### src/rtl/vga_pkg.sv
// vga_pkg -- shared constants and types for the VGA controller.
//   CNT_W        : width of the horizontal/vertical counters and pixel coordinates
//   DEF_*        : default 640x480@60 timing (pixels for H, lines for V)
//   rgb_t        : packed 24-bit colour, r in the top byte
package vga_pkg;

  localparam int CNT_W = 10;

  localparam int DEF_HDISP  = 640;
  localparam int DEF_HFP    = 16;
  localparam int DEF_HPULSE = 96;
  localparam int DEF_HBP    = 48;
  localparam int DEF_VDISP  = 480;
  localparam int DEF_VFP    = 10;
  localparam int DEF_VPULSE = 2;
  localparam int DEF_VBP    = 33;

  typedef struct packed {
    logic [7:0] r;
    logic [7:0] g;
    logic [7:0] b;
  } rgb_t;

endpackage

### src/rtl/vga_sync_gen.sv
// vga_sync_gen -- horizontal/vertical position counters and raw timing decode.
//   clk, reset : clock and synchronous active-high reset
//   tick       : pixel-rate enable; counters advance only when it is high
//   hcnt, vcnt : current column / line position within the full frame
//   active     : position lies inside the visible area
//   hs_n, vs_n : undelayed active-low sync levels for the current position
module vga_sync_gen
  import vga_pkg::*;
#(
  parameter int HDISP  = DEF_HDISP,
  parameter int HFP    = DEF_HFP,
  parameter int HPULSE = DEF_HPULSE,
  parameter int HBP    = DEF_HBP,
  parameter int VDISP  = DEF_VDISP,
  parameter int VFP    = DEF_VFP,
  parameter int VPULSE = DEF_VPULSE,
  parameter int VBP    = DEF_VBP
) (
  input  logic             clk,
  input  logic             reset,
  input  logic             tick,
  output logic [CNT_W-1:0] hcnt,
  output logic [CNT_W-1:0] vcnt,
  output logic             active,
  output logic             hs_n,
  output logic             vs_n
);

  localparam logic [CNT_W-1:0] H_LAST  = CNT_W'(HDISP + HFP + HPULSE + HBP - 1);
  localparam logic [CNT_W-1:0] V_LAST  = CNT_W'(VDISP + VFP + VPULSE + VBP - 1);
  localparam logic [CNT_W-1:0] H_VIS   = CNT_W'(HDISP);
  localparam logic [CNT_W-1:0] V_VIS   = CNT_W'(VDISP);
  localparam logic [CNT_W-1:0] H_SYNC0 = CNT_W'(HDISP + HFP);
  localparam logic [CNT_W-1:0] H_SYNC1 = CNT_W'(HDISP + HFP + HPULSE - 1);
  localparam logic [CNT_W-1:0] V_SYNC0 = CNT_W'(VDISP + VFP);
  localparam logic [CNT_W-1:0] V_SYNC1 = CNT_W'(VDISP + VFP + VPULSE - 1);

  logic [CNT_W-1:0] hcnt_reg;
  logic [CNT_W-1:0] vcnt_reg;

  always_ff @(posedge clk) begin
    if (reset) begin
      hcnt_reg <= '0;
      vcnt_reg <= '0;
    end else if (tick) begin
      if (hcnt_reg == H_LAST) begin
        hcnt_reg <= '0;
        // Lines advance only when the column counter wraps.
        vcnt_reg <= (vcnt_reg == V_LAST) ? '0 : vcnt_reg + 1'b1;
      end else begin
        hcnt_reg <= hcnt_reg + 1'b1;
      end
    end
  end

  assign hcnt   = hcnt_reg;
  assign vcnt   = vcnt_reg;
  assign active = (hcnt_reg < H_VIS) && (vcnt_reg < V_VIS);
  assign hs_n   = !((hcnt_reg >= H_SYNC0) && (hcnt_reg <= H_SYNC1));
  assign vs_n   = !((vcnt_reg >= V_SYNC0) && (vcnt_reg <= V_SYNC1));

endmodule

### src/rtl/vga_controller.sv
// vga_controller -- VGA timing generator with a pull-style pixel source interface.
//   clk, reset          : system clock (pixel rate is clk/2), synchronous active-high reset
//   pix_req             : one-clk strobe requesting the colour of (pix_x, pix_y)
//   pix_x, pix_y        : requested coordinate, held until the next request
//   pix_r/g/b           : colour from the source, sampled on the pixel tick after pix_req
//   frame_start         : accompanies the request for pixel (0,0)
//   vga_clk             : DAC clock, rises mid-pixel while DAC data is stable
//   vga_hs, vga_vs      : active-low syncs, aligned with the colour they belong to
//   vga_blank_n         : high only for visible pixels
//   vga_sync_n          : sync-on-green disabled (constant 0)
//   vga_r/g/b           : DAC colour, zero while blanked
module vga_controller
  import vga_pkg::*;
#(
  parameter int HDISP  = DEF_HDISP,
  parameter int HFP    = DEF_HFP,
  parameter int HPULSE = DEF_HPULSE,
  parameter int HBP    = DEF_HBP,
  parameter int VDISP  = DEF_VDISP,
  parameter int VFP    = DEF_VFP,
  parameter int VPULSE = DEF_VPULSE,
  parameter int VBP    = DEF_VBP
) (
  input  logic       clk,
  input  logic       reset,
  output logic       pix_req,
  output logic [9:0] pix_x,
  output logic [9:0] pix_y,
  input  logic [7:0] pix_r,
  input  logic [7:0] pix_g,
  input  logic [7:0] pix_b,
  output logic       frame_start,
  output logic       vga_clk,
  output logic       vga_hs,
  output logic       vga_vs,
  output logic       vga_blank_n,
  output logic       vga_sync_n,
  output logic [7:0] vga_r,
  output logic [7:0] vga_g,
  output logic [7:0] vga_b
);

  logic             ph_reg;
  logic             vga_clk_reg;
  logic             tick;
  logic [CNT_W-1:0] hcnt;
  logic [CNT_W-1:0] vcnt;
  logic             active;
  logic             hs_n;
  logic             vs_n;

  // Request stage: what was asked for on the last tick.
  logic             req_reg;
  logic             frame_start_reg;
  logic [CNT_W-1:0] pix_x_reg;
  logic [CNT_W-1:0] pix_y_reg;
  logic             act_d_reg;
  logic             hs_d_reg;
  logic             vs_d_reg;

  // Output stage: DAC-facing registers, all updated on the same tick.
  logic             hs_reg;
  logic             vs_reg;
  logic             blank_n_reg;
  rgb_t             rgb_reg;
  rgb_t             src_rgb;

  assign tick    = ph_reg;
  assign src_rgb = {pix_r, pix_g, pix_b};

  vga_sync_gen #(
    .HDISP (HDISP),  .HFP (HFP),  .HPULSE (HPULSE),  .HBP (HBP),
    .VDISP (VDISP),  .VFP (VFP),  .VPULSE (VPULSE),  .VBP (VBP)
  ) u_sync_gen (
    .clk    (clk),
    .reset  (reset),
    .tick   (tick),
    .hcnt   (hcnt),
    .vcnt   (vcnt),
    .active (active),
    .hs_n   (hs_n),
    .vs_n   (vs_n)
  );

  always_ff @(posedge clk) begin
    if (reset) begin
      ph_reg          <= 1'b0;
      vga_clk_reg     <= 1'b0;
      req_reg         <= 1'b0;
      frame_start_reg <= 1'b0;
      pix_x_reg       <= '0;
      pix_y_reg       <= '0;
      act_d_reg       <= 1'b0;
      hs_d_reg        <= 1'b1;
      vs_d_reg        <= 1'b1;
      hs_reg          <= 1'b1;
      vs_reg          <= 1'b1;
      blank_n_reg     <= 1'b0;
      rgb_reg         <= '0;
    end else begin
      ph_reg      <= ~ph_reg;
      // Separate copy of the phase so the DAC clock has its own flop.
      vga_clk_reg <= ~ph_reg;

      // Strobes last exactly one clk because tick is never high twice in a row.
      req_reg         <= tick && active;
      frame_start_reg <= tick && active && (hcnt == '0) && (vcnt == '0);

      if (tick) begin
        act_d_reg <= active;
        hs_d_reg  <= hs_n;
        vs_d_reg  <= vs_n;
        if (active) begin
          pix_x_reg <= hcnt;
          pix_y_reg <= vcnt;
        end

        // The source answered the previous request during the clk before
        // this tick; sync/blank ride along from the request stage so all
        // DAC signals describe the same pixel.
        hs_reg      <= hs_d_reg;
        vs_reg      <= vs_d_reg;
        blank_n_reg <= act_d_reg;
        rgb_reg     <= act_d_reg ? src_rgb : '0;
      end
    end
  end

  assign pix_req     = req_reg;
  assign frame_start = frame_start_reg;
  assign pix_x       = pix_x_reg;
  assign pix_y       = pix_y_reg;
  assign vga_clk     = vga_clk_reg;
  assign vga_hs      = hs_reg;
  assign vga_vs      = vs_reg;
  assign vga_blank_n = blank_n_reg;
  assign vga_sync_n  = 1'b0;
  assign vga_r       = rgb_reg.r;
  assign vga_g       = rgb_reg.g;
  assign vga_b       = rgb_reg.b;

endmodule

### config.mk
export PLATFORM = sky130hd
export DESIGN_NAME = vga_controller
export DESIGN_NICKNAME = d
export VERILOG_FILES = /design/src/rtl/vga_pkg.sv /design/src/rtl/vga_sync_gen.sv /design/src/rtl/vga_controller.sv
export SDC_FILE = /design/constraint.sdc
export NUM_CORES = 1
export LEC_CHECK = 0
export CAP_MARGIN = 10
export CORE_MARGIN = 4
export CORE_UTILIZATION = 45
export DETAILED_ROUTE_END_ITERATION = 7
export PLACE_DENSITY = 0.75
export SLEW_MARGIN = 25
export SYNTH_ARGS = -nofsm -noshare
export SYNTH_HDL_FRONTEND = slang
export SYNTH_SLANG_ARGS = --single-unit
### constraint.sdc
create_clock -name clk -period 2.7 [get_ports clk]
set_input_delay 0.405 -clock clk [delete_from_list [all_inputs] [get_ports clk]]
set_output_delay 0.405 -clock clk [all_outputs]
set_load 0.02 [all_outputs]
**Yosys cells after proc, flatten, opt, wreduce, memory -nomap -nowiden**

Index checks and enable logic that the tools add are counted.

- Flip-flop bits (word level): 73
- Bits of input ports: 26
- Output and inout port bits: 51
- Word-level logic and storage cells: 42

- $add $sub $neg: 2
- $lt $le $gt $ge: 6
- Equal/unequal tests: 2
- Muxes and demuxes: 3
- Bitwise logic cells: 1
- Reduce and logical (&&, ||, !) cells: 12

Operators by type and width:

| kind | count |
|---|---|
| two-way mux 24 bit | 1 |
| adder 10 x 1 -> 10 bit (second input constant) | 2 |
| equality test 10 bit (second input constant) | 2 |
| zero test 10 bit | 2 |
| two-way mux 10 bit | 2 |
| >= comparator 10 bit (second input constant) | 1 |
| >= comparator 10 x 9 -> 1 bit (second input constant) | 1 |
| <= comparator 10 bit (second input constant) | 1 |
| <= comparator 10 x 9 -> 1 bit (second input constant) | 1 |
| less-than comparator 10 bit (second input constant) | 1 |
| less-than comparator 10 x 9 -> 1 bit (second input constant) | 1 |
| logical AND 1 bit | 6 |
| AND reduction 2 bit | 2 |
| zero test 1 bit | 2 |
| inverter 1 bit | 1 |

**Depth between registers and ports, before layout**

- Depth after elaboration: 5
- Gate-level depth with buffers: 7
- Gate-level depth less buffers: 6

**Hierarchy**

A second synthesis with hierarchy kept.

- Cell total of the unflattened synthesis: 302
- Area, all modules: 2880.3 um^2

Modules (own cells, without submodules):

| module | times used | cells each | area an instance (um^2) | sequential area each (um^2) |
|---|---|---|---|---|
| vga_controller | 1 | 175 | 1816.7 | 1061.0 |
| vga_sync_gen | 1 | 127 | 1063.5 | 400.4 |

**Worst setup path after synthesis**

OpenSTA, ideal clock, no wires.

- Path type: reg2reg
- Start: register u_sync_gen.hcnt_reg[0], in the netlist u_sync_gen.hcnt[0]
- End: register u_sync_gen.vcnt_reg[6], in the netlist u_sync_gen.vcnt[6]
- Arrival time: 1985 ps
- Data required time: 2630 ps
- Path slack: 646 ps
- Cell stages (with the launch flop): 7
- Buffers on the path: 1
- Period minus slack after synthesis: 2054 ps
- Cell sequence: dfxtp_1 > ha_1 > nand2_1 > or4b_1 > buf_2 > or4_1 > a21oi_1

- Word-level cells in the longest chain between the ends: 2

RTL lines:

| what | RTL line | source |
|---|---|---|
| from (decl) | vga_sync_gen.sv:38 | `logic [CNT_W-1:0] hcnt_reg;` |
| from (signal assigned) | vga_sync_gen.sv:51 | `hcnt_reg <= hcnt_reg + 1'b1;` |
| equality test 10 bit | vga_sync_gen.sv:46 | `if (hcnt_reg == H_LAST) begin` |
| AND reduction 2 bit (no line) | n/a |  |
| to (signal assigned) | vga_sync_gen.sv:49 | `vcnt_reg <= (vcnt_reg == V_LAST) ? '0 : vcnt_reg + 1'b1;` |
| to (decl) | vga_sync_gen.sv:39 | `logic [CNT_W-1:0] vcnt_reg;` |

Every way passes these cells.
A chain may end at the register's enable or synchronous reset.

**Final worst setup path**

- Start: register u_sync_gen.hcnt_reg[0], in the netlist u_sync_gen.hcnt[0]
- End: register u_sync_gen.vcnt_reg[8], in the netlist u_sync_gen.vcnt[8]

The elaborated chain is that of the path after synthesis.

==> flow_metrics.env <==
export IMPL_drtIter0Drc=120
export IMPL_num_vias=2433
export IMPL_syn_num_nets=332
export IMPL_synth_edff_count=0
export IMPL_leakagePower_nw=1.31
export IMPL_path_class="reg -> reg"
export IMPL_grt_ovfl_total=0
export IMPL_slowest_delay_ns=0.73
export IMPL_fin_cells=453
export IMPL_port_buffer_count=75
export IMPL_area_growth_synth_to_final_pct=35.4
export IMPL_reg2reg_to="u_sync_gen.vcnt[8]$_SDFFE_PP0P_"
export IMPL_cp_max_fo=12
export IMPL_finalSetupTns_ns=0
export IMPL_cts_resized=0
export IMPL_cp_arrival_ns=2.63
export IMPL_htreeDepth=3
export IMPL_clkTransAtPathRegs_ns=0.07
export IMPL_async_flop_share_pct=0
export IMPL_cts_setup_buffers=0
export IMPL_antenna_found_initial=0
export IMPL_clock_latency_ns=0.34
export IMPL_grt_max_degree=39
export IMPL_rsz0062_at_grt="no"
export IMPL_clock_path_buffers=2
export IMPL_ys_seq_area_share_pct=52.0
export IMPL_synth_warnings=0
export IMPL_grt_total_usage_pct=18.8
export IMPL_cts_tree="yes"
export IMPL_final_util_pct=63.5
export IMPL_endpoint_kind="flip-flop"
export IMPL_placeableCoreArea_um2=5990
export IMPL_vias_per_cell=5.37
export IMPL_worstHoldStart="pix_x[1]$_SDFFE_PP0P_"
export IMPL_io_pins=77
export IMPL_ys_flop_type="dfxtp_1"
export IMPL_cts_sinks=73
export IMPL_routed_wl_mm=6.64
export IMPL_critPathLaunchType="flip-flop"
export IMPL_diodes=0
export IMPL_dieWidth_um=87.0
export IMPL_clkPwrFrac_pct=39.5
export IMPL_first_global_vias=2485
export IMPL_hold_viol_final=0
export IMPL_power_density_nw_per_um2=559
export IMPL_hold_buffers=0
export IMPL_drv_cap=0
export IMPL_fin_crit_ns=2.35
export IMPL_switching_power_uw=510
export IMPL_status="completed"
export IMPL_pwr_share_seq_pct=52.3
export IMPL_clock_root_buffer="clkbuf_8"
export IMPL_rows=28
export IMPL_tightestPinTransition_ns=0.696
export IMPL_avgSynthCellArea_um2=9.30
export IMPL_swShare_pct=24.0
export IMPL_finalSetupViolations=0
export IMPL_synthCells=302
export IMPL_p_comb_share_pct=8.2
export IMPL_finalCritPeriodShare_pct=87.1
export IMPL_ff2ff_setup_slack_ns=0.35
export IMPL_wl_per_cell_um=14.7
export IMPL_postRouteAntennaNets=0
export IMPL_final_nets=403
export IMPL_worstReg2RegStart="u_sync_gen.hcnt[0]$_SDFFE_PP0P_"
export IMPL_finalMaxSlewViolations=0
export IMPL_drc=0
export IMPL_ir_drop_mv=0.390
export IMPL_reg2reg_depth=5
export IMPL_die_y_um=87.0
export IMPL_drt_pass1_iter_count=4
export IMPL_hold_path_depth=2
export IMPL_numPlacedInstances=437
export IMPL_cp_data_required_time_ns=2.97
export IMPL_ys_ff_latch=73
export IMPL_drive_gt1_share_pct=6.35
export IMPL_hpwlAfterDp_mm=4.52
export IMPL_max_freq_mhz=425
export IMPL_hold_end="pix_x[1]$_SDFFE_PP0P_"
export IMPL_gp_congestion=0.891
export IMPL_grt_pass1_wl_mm=11.1
export IMPL_start_util_pct=46.9
export IMPL_cts_buffers=9
export IMPL_hp_class="reg -> reg"
export IMPL_cp_cell_sequence="ha_1, nand2_1, or4b_1, or4_1, a21oi_1"
export IMPL_syn_area_um2=2810
export IMPL_slowest_stage="or4b_1"
export IMPL_relSlewSlack_pct=53.5
export IMPL_die_area_um2=7570
export IMPL_p_int_mw=1.61
export IMPL_finClkSkew_ns=0.00933
export IMPL_synth_distinct_cells=45
how the worst max path moves through the flow:
stage	from	to	slack, ns	cells past startpoint
floorplan	u_sync_gen.hcnt[0]$_SDFFE_PP0P_	u_sync_gen.vcnt[6]$_SDFFE_PP0P_	0.65	6
CTS	u_sync_gen.hcnt[0]$_SDFFE_PP0P_	u_sync_gen.vcnt[8]$_SDFFE_PP0P_	0.36	5
finish	u_sync_gen.hcnt[0]$_SDFFE_PP0P_	u_sync_gen.vcnt[8]$_SDFFE_PP0P_	0.35	5
detailed placement	u_sync_gen.hcnt[0]$_SDFFE_PP0P_	u_sync_gen.vcnt[6]$_SDFFE_PP0P_	0.42	5
global route	u_sync_gen.hcnt[1]$_SDFFE_PP0P_	u_sync_gen.vcnt[8]$_SDFFE_PP0P_	0.22	5
global placement	u_sync_gen.hcnt[0]$_SDFFE_PP0P_	u_sync_gen.vcnt[8]$_SDFFE_PP0P_	0.47	5
logic make-up after synthesis:
kind of cell,synth area share [%]
AOI/OAI and AO/OA,17.6
xor gates and xnor gates,2.81
adders and majority gates,1.78
buffers and inverters,4.37
DFF,52.0
other,0.134
and+or+nand+nor,21.3
power groups by stage:
stage | registers (mW) | clock network, mW | logic, mW
global route | 1.11 | 0.914 | 0.190
detailed placement | 1.13 | 0 | 0.176
floorplan | 1.15 | 0 | 0.0664
finish | 1.11 | 0.839 | 0.175
global placement | 1.13 | 0 | 0.175
CTS | 1.11 | 0.862 | 0.177
stage by stage:
stage	worst slack (ns)	instance area [µm²]	hold WS, ns	total power [mW]
floorplan	0.646	2810	0.440	1.22
global placement	0.474	3600	0.434	1.31
detailed placement	0.421	3600	0.439	1.31
CTS	0.362	3800	0.456	2.15
global route	0.217	3800	0.483	2.22
finish	0.348	3800	0.456	2.12
synth_stat cells (all sizes together), types with 3 or more instances:
cell	number	area, µm²
dfxtp	73	1460
nand2	40	150
a21oi	30	150
a22o	24	210
nor2	18	67.6
clkbuf	16	60.1
nand3	9	50.1
inv	8	30.0
nand4	7	43.8
nor3	6	30.0
xnor2	6	52.6
buf	5	32.5
or4	5	37.5
ha	4	50.1
nand4b	4	35.0
nor4	4	25.0
o21ai	4	20.0
o31ai	4	30.0
nand2b	3	18.8
nor2b	3	18.8
xor2	3	26.3
per-layer routing:
metal | routed length [µm] | GRT usage, %
met3 | 623 | 8.51
met4 | 172 | 11.3
met5 | 0 | 0
met1 | 2860 | 21.7
met2 | 2990 | 28.2
cells in the final DEF (no fill, tap or decap), types with 3 or more instances in the layout:
cell	synthesis	layout
nand2b_1	3	3
nor2b_1	3	3
clkdlybuf4s50_1	0	75
a22o_1	24	24
nor3_1	6	6
buf_4	1	6
nand4_1	7	7
xnor2_1	6	6
nand4b_1	4	4
inv_1	8	8
ha_1	4	4
clkbuf_8	0	9
or4_1	5	5
nor4_1	4	4
nand3_1	8	8
nor2_1	18	18
o31ai_1	4	4
dfxtp_1	73	73
o21ai_0	4	4
nand2_1	40	40
a21oi_1	30	30
clkinv_4	0	3
xor2_1	3	3
critical path, delay by kind of cell, from the launching register on:
kind                       cells  cell delay, ns
adders and majority gates      1            0.26
DFF                            1            0.44
and+or+nand+nor                3            1.46
AOI/OAI and AO/OA              1            0.14
area by class of cell:
class | instances | area, µm²
Inverter | 8 | 30.0
Clock buffer | 10 | 128
Clock inverter | 6 | 68.8
Timing Repair Buffer | 81 | 796
Sequential cell | 73 | 1460
Fill cell | 518 | 2190
Multi-Input combinational cell | 200 | 1220
Tap cell | 75 | 93.8
Power figures use the tool's default switching activity.
